==> src/rtl/addr_gen_pkg.sv <==
// Shared definitions for the multi-channel address generator: command op codes
// and controller state encoding.
package addr_gen_pkg;

  localparam int unsigned OP_W = 3;

  typedef enum logic [OP_W-1:0] {
    OP_LOAD = 3'd0,
    OP_WRES = 3'd1,
    OP_WERR = 3'd2,
    OP_CONV = 3'd3,
    OP_CLR  = 3'd4
  } op_e;

  typedef enum logic [1:0] {
    S_IDLE = 2'd0,
    S_CONV = 2'd1,
    S_CLR  = 2'd2
  } state_e;

endpackage

==> src/rtl/addr_gen_vec_regs.sv <==
// Per-vector allocation records with circular head pointer and stage counter.
// One combinational read port; head/stage writes target the read-port id.
module addr_gen_vec_regs #(
  parameter int unsigned NUM_VEC        = 12,
  parameter int unsigned VEC_ID_W       = 4,
  parameter int unsigned STAGE_W        = 3,
  parameter int unsigned DATA_ADDR_W    = 12,
  parameter int unsigned ALLOC_LEN_W    = 10,
  parameter int unsigned REGFILE_ADDR_W = 5
) (
  input  logic                      clk,
  input  logic                      rst,
  input  logic                      cfg_we,
  input  logic [VEC_ID_W-1:0]       cfg_id,
  input  logic [DATA_ADDR_W-1:0]    cfg_data_ptr,
  input  logic [DATA_ADDR_W-1:0]    cfg_coef_ptr,
  input  logic [ALLOC_LEN_W-1:0]    cfg_len,
  input  logic [STAGE_W-1:0]        cfg_stgs,
  input  logic [REGFILE_ADDR_W-1:0] cfg_resreg,
  input  logic [REGFILE_ADDR_W-1:0] cfg_errreg,
  input  logic                      clr_all,
  input  logic [VEC_ID_W-1:0]       rd_id,
  input  logic                      head_we,
  input  logic [DATA_ADDR_W-1:0]    head_wdata,
  input  logic                      stage_we,
  input  logic [STAGE_W-1:0]        stage_wdata,
  output logic                      rd_cfgd,
  output logic [DATA_ADDR_W-1:0]    rd_data_ptr,
  output logic [DATA_ADDR_W-1:0]    rd_coef_ptr,
  output logic [ALLOC_LEN_W-1:0]    rd_len,
  output logic [STAGE_W-1:0]        rd_stgs,
  output logic [REGFILE_ADDR_W-1:0] rd_resreg,
  output logic [REGFILE_ADDR_W-1:0] rd_errreg,
  output logic [DATA_ADDR_W-1:0]    rd_head,
  output logic [STAGE_W-1:0]        rd_stage
);

  logic                      cfgd_r     [NUM_VEC];
  logic [DATA_ADDR_W-1:0]    data_ptr_r [NUM_VEC];
  logic [DATA_ADDR_W-1:0]    coef_ptr_r [NUM_VEC];
  logic [ALLOC_LEN_W-1:0]    len_r      [NUM_VEC];
  logic [STAGE_W-1:0]        stgs_r     [NUM_VEC];
  logic [REGFILE_ADDR_W-1:0] resreg_r   [NUM_VEC];
  logic [REGFILE_ADDR_W-1:0] errreg_r   [NUM_VEC];
  logic [DATA_ADDR_W-1:0]    head_r     [NUM_VEC];
  logic [STAGE_W-1:0]        stage_r    [NUM_VEC];

  always_ff @(posedge clk) begin
    if (rst) begin
      for (int unsigned i = 0; i < NUM_VEC; i++) begin
        cfgd_r[i]     <= 1'b0;
        data_ptr_r[i] <= '0;
        coef_ptr_r[i] <= '0;
        len_r[i]      <= '0;
        stgs_r[i]     <= '0;
        resreg_r[i]   <= '0;
        errreg_r[i]   <= '0;
        head_r[i]     <= '0;
        stage_r[i]    <= '0;
      end
    end else begin
      for (int unsigned i = 0; i < NUM_VEC; i++) begin
        if (cfg_we && cfg_id == VEC_ID_W'(i)) begin
          cfgd_r[i]     <= 1'b1;
          data_ptr_r[i] <= cfg_data_ptr;
          coef_ptr_r[i] <= cfg_coef_ptr;
          len_r[i]      <= cfg_len;
          stgs_r[i]     <= cfg_stgs;
          resreg_r[i]   <= cfg_resreg;
          errreg_r[i]   <= cfg_errreg;
          head_r[i]     <= cfg_data_ptr;
          stage_r[i]    <= '0;
        end else if (clr_all) begin
          head_r[i]  <= data_ptr_r[i];
          stage_r[i] <= '0;
        end else begin
          if (head_we && rd_id == VEC_ID_W'(i))
            head_r[i] <= head_wdata;
          if (stage_we && rd_id == VEC_ID_W'(i))
            stage_r[i] <= stage_wdata;
        end
      end
    end
  end

  // Out-of-range ids read as an unconfigured all-zero record.
  always_comb begin
    rd_cfgd     = 1'b0;
    rd_data_ptr = '0;
    rd_coef_ptr = '0;
    rd_len      = '0;
    rd_stgs     = '0;
    rd_resreg   = '0;
    rd_errreg   = '0;
    rd_head     = '0;
    rd_stage    = '0;
    if (32'(rd_id) < NUM_VEC) begin
      rd_cfgd     = cfgd_r[rd_id];
      rd_data_ptr = data_ptr_r[rd_id];
      rd_coef_ptr = coef_ptr_r[rd_id];
      rd_len      = len_r[rd_id];
      rd_stgs     = stgs_r[rd_id];
      rd_resreg   = resreg_r[rd_id];
      rd_errreg   = errreg_r[rd_id];
      rd_head     = head_r[rd_id];
      rd_stage    = stage_r[rd_id];
    end
  end

endmodule

==> src/rtl/addr_gen_mc.sv <==
// Multi-channel address generator: executes vector commands, streams CONV
// address pairs with backpressure and runs a full-RAM clear sweep.
module addr_gen_mc
  import addr_gen_pkg::*;
#(
  parameter int unsigned NUM_VEC        = 12,
  parameter int unsigned VEC_ID_W       = 4,
  parameter int unsigned STAGE_W        = 3,
  parameter int unsigned DATA_ADDR_W    = 12,
  parameter int unsigned ALLOC_LEN_W    = 10,
  parameter int unsigned REGFILE_ADDR_W = 5
) (
  input  logic                      clk,
  input  logic                      rst,
  input  logic                      cfg_we,
  input  logic [VEC_ID_W-1:0]       cfg_id,
  input  logic [DATA_ADDR_W-1:0]    cfg_data_ptr,
  input  logic [DATA_ADDR_W-1:0]    cfg_coef_ptr,
  input  logic [ALLOC_LEN_W-1:0]    cfg_len,
  input  logic [STAGE_W-1:0]        cfg_stgs,
  input  logic [REGFILE_ADDR_W-1:0] cfg_resreg,
  input  logic [REGFILE_ADDR_W-1:0] cfg_errreg,
  output logic                      cfg_err,
  input  logic                      cmd_valid,
  output logic                      cmd_ready,
  input  logic [OP_W-1:0]           cmd_op,
  input  logic [VEC_ID_W-1:0]       cmd_id,
  output logic                      cmd_err,
  output logic                      addr_valid,
  input  logic                      addr_ready,
  output logic                      addr_last,
  output logic [DATA_ADDR_W-1:0]    ram_addr_a,
  output logic [DATA_ADDR_W-1:0]    ram_addr_b,
  output logic                      mem_clr_we,
  output logic                      mrst_done,
  output logic [REGFILE_ADDR_W-1:0] raddr_a,
  output logic [REGFILE_ADDR_W-1:0] raddr_b,
  output logic [REGFILE_ADDR_W-1:0] raddr_d,
  output logic [STAGE_W-1:0]        stage_cnt
);

  localparam logic [DATA_ADDR_W-1:0] A_ONE = 1;
  localparam logic [STAGE_W-1:0]     S_ONE = 1;

  state_e                  state;
  op_e                     op;
  logic [DATA_ADDR_W-1:0]  a_q, b_q, dptr_q, dend_q, cend_q;
  logic                    cfg_ok, fire, cmd_ok, head_we, stage_we, clr_all;
  logic [DATA_ADDR_W-1:0]  rd_dend, rd_cend, head_nxt;
  logic [STAGE_W-1:0]      stage_nxt;

  logic                      rd_cfgd;
  logic [DATA_ADDR_W-1:0]    rd_data_ptr, rd_coef_ptr, rd_head;
  logic [ALLOC_LEN_W-1:0]    rd_len;
  logic [STAGE_W-1:0]        rd_stgs, rd_stage;
  logic [REGFILE_ADDR_W-1:0] rd_resreg, rd_errreg;

  assign op         = op_e'(cmd_op);
  assign cmd_ready  = (state == S_IDLE) && !cfg_we;
  assign ram_addr_a = a_q;
  assign ram_addr_b = b_q;

  always_comb begin
    cfg_ok    = cfg_we && (state == S_IDLE) && (32'(cfg_id) < NUM_VEC) && (cfg_len != '0);
    fire      = cmd_valid && cmd_ready;
    rd_dend   = rd_data_ptr + DATA_ADDR_W'(rd_len) - A_ONE;
    rd_cend   = rd_coef_ptr + DATA_ADDR_W'(rd_len) - A_ONE;
    head_nxt  = (rd_head == rd_dend) ? rd_data_ptr : rd_head + A_ONE;
    stage_nxt = (rd_stage == rd_stgs) ? '0 : rd_stage + S_ONE;
    // CLR needs no vector; every other defined op needs a configured one.
    case (op)
      OP_LOAD, OP_WRES, OP_WERR, OP_CONV: cmd_ok = (32'(cmd_id) < NUM_VEC) && rd_cfgd;
      OP_CLR:                             cmd_ok = 1'b1;
      default:                            cmd_ok = 1'b0;
    endcase
    head_we  = fire && cmd_ok && (op == OP_WRES);
    stage_we = fire && cmd_ok && (op == OP_WERR);
    clr_all  = (state == S_CLR) && (a_q == '1);
  end

  addr_gen_vec_regs #(
    .NUM_VEC        (NUM_VEC),
    .VEC_ID_W       (VEC_ID_W),
    .STAGE_W        (STAGE_W),
    .DATA_ADDR_W    (DATA_ADDR_W),
    .ALLOC_LEN_W    (ALLOC_LEN_W),
    .REGFILE_ADDR_W (REGFILE_ADDR_W)
  ) u_regs (
    .clk          (clk),
    .rst          (rst),
    .cfg_we       (cfg_ok),
    .cfg_id       (cfg_id),
    .cfg_data_ptr (cfg_data_ptr),
    .cfg_coef_ptr (cfg_coef_ptr),
    .cfg_len      (cfg_len),
    .cfg_stgs     (cfg_stgs),
    .cfg_resreg   (cfg_resreg),
    .cfg_errreg   (cfg_errreg),
    .clr_all      (clr_all),
    .rd_id        (cmd_id),
    .head_we      (head_we),
    .head_wdata   (head_nxt),
    .stage_we     (stage_we),
    .stage_wdata  (stage_nxt),
    .rd_cfgd      (rd_cfgd),
    .rd_data_ptr  (rd_data_ptr),
    .rd_coef_ptr  (rd_coef_ptr),
    .rd_len       (rd_len),
    .rd_stgs      (rd_stgs),
    .rd_resreg    (rd_resreg),
    .rd_errreg    (rd_errreg),
    .rd_head      (rd_head),
    .rd_stage     (rd_stage)
  );

  always_ff @(posedge clk) begin
    if (rst) begin
      state      <= S_IDLE;
      a_q        <= '0;
      b_q        <= '0;
      dptr_q     <= '0;
      dend_q     <= '0;
      cend_q     <= '0;
      cfg_err    <= 1'b0;
      cmd_err    <= 1'b0;
      addr_valid <= 1'b0;
      addr_last  <= 1'b0;
      mem_clr_we <= 1'b0;
      mrst_done  <= 1'b0;
      raddr_a    <= '0;
      raddr_b    <= '0;
      raddr_d    <= '0;
      stage_cnt  <= '0;
    end else begin
      cfg_err   <= cfg_we && !cfg_ok;
      cmd_err   <= 1'b0;
      mrst_done <= 1'b0;
      case (state)
        S_IDLE: begin
          if (fire) begin
            if (!cmd_ok) begin
              cmd_err <= 1'b1;
            end else begin
              case (op)
                OP_LOAD: begin
                  raddr_a   <= rd_resreg;
                  raddr_b   <= rd_errreg;
                  stage_cnt <= rd_stage;
                end
                OP_WRES: begin
                  raddr_d   <= rd_resreg;
                  stage_cnt <= rd_stage;
                end
                OP_WERR: begin
                  raddr_d   <= rd_errreg;
                  stage_cnt <= stage_nxt;
                end
                OP_CONV: begin
                  a_q        <= rd_head;
                  b_q        <= rd_coef_ptr;
                  dptr_q     <= rd_data_ptr;
                  dend_q     <= rd_dend;
                  cend_q     <= rd_cend;
                  addr_valid <= 1'b1;
                  addr_last  <= (rd_coef_ptr == rd_cend);
                  stage_cnt  <= rd_stage;
                  state      <= S_CONV;
                end
                OP_CLR: begin
                  a_q        <= '0;
                  mem_clr_we <= 1'b1;
                  state      <= S_CLR;
                end
                default: ;
              endcase
            end
          end
        end
        S_CONV: begin
          if (addr_valid && addr_ready) begin
            if (addr_last) begin
              addr_valid <= 1'b0;
              addr_last  <= 1'b0;
              state      <= S_IDLE;
            end else begin
              // Data walks backwards through the circular buffer, coefs forwards.
              a_q       <= (a_q == dptr_q) ? dend_q : a_q - A_ONE;
              b_q       <= b_q + A_ONE;
              addr_last <= (b_q + A_ONE == cend_q);
            end
          end
        end
        S_CLR: begin
          if (a_q == '1) begin
            mem_clr_we <= 1'b0;
            mrst_done  <= 1'b1;
            stage_cnt  <= '0;
            state      <= S_IDLE;
          end else begin
            a_q <= a_q + A_ONE;
          end
        end
        default: state <= S_IDLE;
      endcase
    end
  end

endmodule

==> config.mk <==
export PLATFORM = sky130hd
export DESIGN_NAME = addr_gen_mc
export DESIGN_NICKNAME = d
export VERILOG_FILES = /design/src/rtl/addr_gen_pkg.sv /design/src/rtl/addr_gen_vec_regs.sv /design/src/rtl/addr_gen_mc.sv
export SDC_FILE = /design/constraint.sdc
export NUM_CORES = 2
export LEC_CHECK = 0
export ABC_AREA = 1
export BUFFER_PORTS_ARGS = -buffer_cell sky130_fd_sc_hd__buf_2
export CAP_MARGIN = 20
export CORE_AREA = 2 2 271 407
export DETAILED_ROUTE_END_ITERATION = 16
export DIE_AREA = 0 0 273 409
export PLACE_DENSITY_LB_ADDON = 0.3
export SLEW_MARGIN = 30
export SYNTH_ARGS = -nofsm -noshare
export SYNTH_HDL_FRONTEND = slang
export SYNTH_SLANG_ARGS = --single-unit
==> constraint.sdc <==
create_clock -name clk -period 7.95 [get_ports clk]
set_input_delay 1.1925 -clock clk [delete_from_list [all_inputs] [get_ports clk]]
set_output_delay 1.1925 -clock clk [all_outputs]
set_load 0.005 [all_outputs]
==> metrics.txt <==
# TYPE chip_impl_metric gauge
chip_impl_metric{name="ratio_of_cells_with_drive_above_1_in_the_final_layout",unit="%"} 9.79
chip_impl_metric{name="vias",unit=""} 36500
chip_impl_metric{name="finalWorstPathRequiredPeriod",unit="ns"} 6.43
chip_impl_info{name="critical_path.startpoint_type",value="input port"} 1
chip_impl_metric{name="cts_inserted_buffers",unit=""} 82
chip_impl_metric{name="period_utilisation_layout",unit="%"} 80.9
chip_impl_metric{name="cts_setup_buffers",unit=""} 0
chip_impl_metric{name="yosys_warnings",unit=""} 0
chip_impl_metric{name="min_path_cells",unit=""} 2
chip_impl_metric{name="grt.overflow.total",unit=""} 0
chip_impl_metric{name="placedCellCount",unit=""} 6170
chip_impl_metric{name="synth_seq_cells",unit=""} 842
chip_impl_info{name="critical_path_class",value="input port to flop"} 1
chip_impl_metric{name="io_buffer_count",unit=""} 111
chip_impl_metric{name="synth_area",unit="um^2"} 43100
chip_impl_metric{name="max_stage_delay",unit="ns"} 0.61
chip_impl_metric{name="total_drc_errors_in_the_routed_layout",unit=""} 0
chip_impl_metric{name="reg2reg_slack",unit="ns"} 2.99
chip_impl_metric{name="clock-skew-final",unit="ns"} 0.0241
chip_impl_metric{name="grt_start_max_net_pins",unit=""} 66
chip_impl_metric{name="power_frac_clock",unit="%"} 38.0
chip_impl_metric{name="area_fraction_of_the_dominant_cell_type_after_synthesis",unit="%"} 52.1
chip_impl_metric{name="numClockSinks",unit=""} 842
chip_impl_metric{name="detailedPlacementHpwl",unit="um"} 111000
chip_impl_info{name="hp-start",value="raddr_b[2]"} 1
chip_impl_metric{name="drt_iter0_markers",unit=""} 4694
chip_impl_metric{name="power.switching_fraction",unit="%"} 28.4
chip_impl_metric{name="stdcell_count",unit=""} 6323
chip_impl_metric{name="ctsLongestPathBuffers",unit=""} 3
chip_impl_metric{name="final-seq-area",unit="um^2"} 24300
chip_impl_metric{name="clock_insertion_delay_worst_skew",unit="ns"} 0.70
chip_impl_metric{name="htree_num_levels",unit=""} 3
chip_impl_metric{name="synth_nets",unit=""} 4917
chip_impl_metric{name="syn_area_per_cell",unit="um^2"} 8.97
chip_impl_metric{name="worst-path-max-fanout",unit=""} 28
chip_impl_metric{name="i_o_pin_count",unit=""} 112
chip_impl_info{name="critical_path.slowest_cell",value="sky130_fd_sc_hd__nor2_4"} 1
chip_impl_metric{name="multi_input_area",unit="um^2"} 16000
chip_impl_info{name="synth_area_leaders",value="sky130_fd_sc_hd__edfxtp_1, sky130_fd_sc_hd__nand2_1, sky130_fd_sc_hd__nor2_1, sky130_fd_sc_hd__dfxtp_1, sky130_fd_sc_hd__inv_1"} 1
chip_impl_metric{name="report.final.setup_viol",unit=""} 0
chip_impl_metric{name="synthArstFlopShare",unit="%"} 0
chip_impl_metric{name="post_drt_via_cell_ratio",unit=""} 5.77
chip_impl_metric{name="timing_hold_violations_final",unit=""} 0
chip_impl_metric{name="synth_sequential_area_ratio",unit="%"} 56.5
chip_impl_metric{name="yosys.cell_types.count",unit=""} 59
chip_impl_metric{name="fp.dieH",unit="um"} 409
chip_impl_metric{name="total_leakage_power",unit="nW"} 19.5
chip_impl_info{name="rsz0062_at_grt",value="no"} 1
chip_impl_metric{name="worst_slew_margin_rel",unit="%"} 27.6
chip_impl_metric{name="worst_ir_drop_vdd",unit="uV"} 159
chip_impl_info{name="postSynth.topFlopCell",value="sky130_fd_sc_hd__edfxtp_1"} 1
chip_impl_metric{name="share_of_power_burned_in_combinational_logic",unit="%"} 14.6
chip_impl_info{name="critical_path.endpoint_type",value="flop"} 1
chip_impl_metric{name="routed_wl",unit="um"} 172000
chip_impl_metric{name="timing_worst_slew_pin_value",unit="ns"} 1.08
chip_impl_metric{name="power.sequential.fraction",unit="%"} 47.5
chip_impl_metric{name="synth_enable_flop_cells",unit=""} 747
chip_impl_metric{name="antenna_found_initial",unit=""} 3
chip_impl_metric{name="synthToLayoutAreaGrowth",unit="%"} 11.5
chip_impl_info{name="outcome",value="finished clean"} 1
chip_impl_metric{name="cap_violations",unit=""} 0
chip_impl_metric{name="number_of_nets_at_the_end_of_the_flow",unit=""} 4943
chip_impl_info{name="cts_tree",value="done"} 1
chip_impl_metric{name="p_int",unit="mW"} 7.62
chip_impl_metric{name="nFillCells",unit=""} 10500
chip_impl_info{name="worst_r2r_start",value="u_regs.len_r[4][1]"} 1
chip_impl_metric{name="synthesized_instance_count",unit=""} 4803
chip_impl_metric{name="cts-hold-fix-buffers",unit=""} 0
chip_impl_metric{name="net-switching-power",unit="mW"} 3.03
chip_impl_info{name="critical_path.reg2reg.endpoint",value="u_regs.head_r[10][11]"} 1
chip_impl_metric{name="power.density",unit="nW/um^2"} 222
chip_impl_metric{name="number_of_global_route_vias_before_repair",unit=""} 35000
chip_impl_metric{name="globalplace.congestion",unit=""} 0.985
chip_impl_metric{name="drt-wirelength-per-cell",unit="um"} 27.2
chip_impl_metric{name="worstRegToRegCells",unit=""} 21
chip_impl_metric{name="worst_ep_required_time",unit="ns"} 8.34
chip_impl_metric{name="placeableCoreArea",unit="um^2"} 108000
chip_impl_metric{name="first_pass_iters",unit=""} 9
chip_impl_metric{name="detail-route-antenna-nets",unit=""} 0
chip_impl_metric{name="maximum_achievable_frequency",unit="MHz"} 155
chip_impl_metric{name="floorplan.initialDensity",unit="%"} 39.8
chip_impl_metric{name="placementRows",unit=""} 148
chip_impl_metric{name="slew_violations",unit=""} 0
chip_impl_metric{name="die_area",unit="um^2"} 112000
chip_impl_metric{name="gr-usage-all-layers",unit="%"} 30.5
chip_impl_metric{name="clock_transition_time_at_the_flip_flop_clock_pins_of_the_worst_setup_and_hold_paths",unit="ns"} 0.07
chip_impl_info{name="cts-root-buf",value="sky130_fd_sc_hd__clkbuf_16"} 1
chip_impl_metric{name="setup_total_negative_slack",unit="ns"} 0
chip_impl_metric{name="die_x",unit="um"} 273
chip_impl_metric{name="fin_total_pwr",unit="mW"} 10.6
chip_impl_info{name="hold_end",value="raddr_b[2]"} 1
chip_impl_info{name="synth_area_leader_cell",value="sky130_fd_sc_hd__edfxtp_1"} 1
chip_impl_metric{name="post_cts.resized_instances",unit=""} 0
chip_impl_metric{name="cp.arrival",unit="ns"} 6.83
chip_impl_metric{name="grt_pass1_wl",unit="um"} 245000
chip_impl_info{name="hold_path_class",value="flop to flop"} 1
==> placed cells by master (no fill, tap or decap), drive strengths merged, types with 6 or more instances in the layout <==
| cell | n |
|---|---|
| or2 | 11 |
| o2111ai | 6 |
| ha | 49 |
| nor3 | 22 |
| o211ai | 52 |
| a21oi | 207 |
| nand4 | 47 |
| nor4 | 6 |
| clkinv | 71 |
| bufinv | 8 |
| nor2 | 737 |
| inv | 424 |
| nand3b | 6 |
| edfxtp | 747 |
| a22o | 14 |
| buf | 218 |
| o21a | 20 |
| a22oi | 171 |
| dfxtp | 95 |
| o22ai | 43 |
| xor2 | 44 |
| clkbuf | 103 |
| clkinvlp | 10 |
| xnor2 | 14 |
| nand3 | 289 |
| o311ai | 7 |
| o31ai | 28 |
| a31oi | 8 |
| a211oi | 8 |
| o21ai | 248 |
| nand2 | 1164 |
==> logic make-up (layout without fill, tap and decap cells) <==
kind of cell | Yosys count | after routing | synth area share (%)
compound gates | 825 | 825 | 11.7
flops | 842 | 842 | 56.5
mux | 1 | 1 | 0.0261
buf+inv | 742 | 834 | 7.01
simple gates | 2283 | 2283 | 22.0
fa+ha+maj | 51 | 51 | 1.52
other cells | 0 | 3 | 0
xor+xnor | 59 | 59 | 1.23
==> cell usage after synthesis, types with 5 or more instances <==
master                      instances
sky130_fd_sc_hd__a211oi_1           8
sky130_fd_sc_hd__o22ai_1           43
sky130_fd_sc_hd__nand2_2           19
sky130_fd_sc_hd__nor2_2             7
sky130_fd_sc_hd__nand2_1         1134
sky130_fd_sc_hd__xnor2_1           14
sky130_fd_sc_hd__buf_4             19
sky130_fd_sc_hd__nor4_1             6
sky130_fd_sc_hd__nand3_4           10
sky130_fd_sc_hd__nor2_1           727
sky130_fd_sc_hd__nand3b_1           6
sky130_fd_sc_hd__o21a_1            20
sky130_fd_sc_hd__buf_6             12
sky130_fd_sc_hd__or2_2             11
sky130_fd_sc_hd__nand4_1           46
sky130_fd_sc_hd__xor2_1            44
sky130_fd_sc_hd__inv_2             13
sky130_fd_sc_hd__nand3_1          276
sky130_fd_sc_hd__o211ai_1          52
sky130_fd_sc_hd__inv_1            407
sky130_fd_sc_hd__edfxtp_1         747
sky130_fd_sc_hd__dfxtp_1           95
sky130_fd_sc_hd__o2111ai_1          6
sky130_fd_sc_hd__a21oi_1          206
sky130_fd_sc_hd__o311ai_0           7
sky130_fd_sc_hd__a31oi_1            8
sky130_fd_sc_hd__clkbuf_1         159
sky130_fd_sc_hd__nand2_4           11
sky130_fd_sc_hd__ha_1              49
sky130_fd_sc_hd__o21ai_0          242
sky130_fd_sc_hd__a22o_1            14
sky130_fd_sc_hd__buf_2             56
sky130_fd_sc_hd__buf_1             28
sky130_fd_sc_hd__clkinv_1          45
sky130_fd_sc_hd__o21ai_1            5
sky130_fd_sc_hd__o31ai_1           28
sky130_fd_sc_hd__a22oi_1          171
sky130_fd_sc_hd__nor3_1            19
==> metrics by stage <==
stage               hold WS, ns  worst slack (ns)  area, um^2  utilization [%]
CTS                       0.452              1.90       48000             44.4
detailed placement        0.442              1.18       45300             41.9
global placement          0.433              1.16       45200             41.8
finish                    0.451              1.52       48100             44.4
global route              0.472              1.32       48000             44.4
floorplan                 0.428              2.18       43100                -
==> final cells by class <==
cell class	count	share of cell area (%)
clock buffer	103	4.56
sequential	842	50.6
tap	1425	3.71
multi-input combinational	3219	33.3
inverter	466	3.65
antenna	3	0.0156
timing repair buffer	218	3.06
clock inverter	47	1.05
==> worst max path at each step <==
stage	end	cells after the start	from
floorplan	u_regs.head_r[6][3]	29	cmd_id[1]
global placement	u_regs.head_r[7][11]	26	cmd_id[1]
detailed placement	u_regs.head_r[10][11]	26	cmd_id[1]
CTS	u_regs.head_r[10][11]	26	cmd_id[1]
global route	u_regs.head_r[8][11]	26	cmd_id[1]
finish	u_regs.head_r[10][11]	26	cmd_id[1]
==> power groups by stage <==
stage | sequential, mW | clock [mW] | combinational (mW)
after CTS | 5.05 | 4.07 | 1.52
after global placement | 5.14 | 0 | 1.50
after floorplan | 5.13 | 0 | 0.928
final | 5.05 | 4.04 | 1.55
after detailed placement | 5.15 | 0 | 1.51
after global routing | 5.07 | 4.22 | 1.66
==> per-layer routing <==
metal	part of all wire [%]	track usage (%)
met5	0	0
met4	9.0	23.3
met3	9.5	5.57
met2	47	50.4
met1	34	34.9
==> sequential cells by signal, summed over array words and instances (netlist names), 36 cells and up <==
name	count
u_regs.resreg_r	60
u_regs.errreg_r	60
u_regs.data_ptr_r	144
u_regs.stgs_r	36
u_regs.coef_ptr_r	144
u_regs.len_r	120
u_regs.stage_r	36
u_regs.head_r	144
==> critical path: cells and delay by family <==
kind / cells / cell delay (ns)
AND/OR/NAND/NOR: 12 / 2.47
AO/OA/AOI/OAI: 4 / 0.70
buffers and inverters: 7 / 1.47
adder cells (fa/ha/maj): 3 / 0.99
No activity file was read; power rests on OpenSTA's default activity.
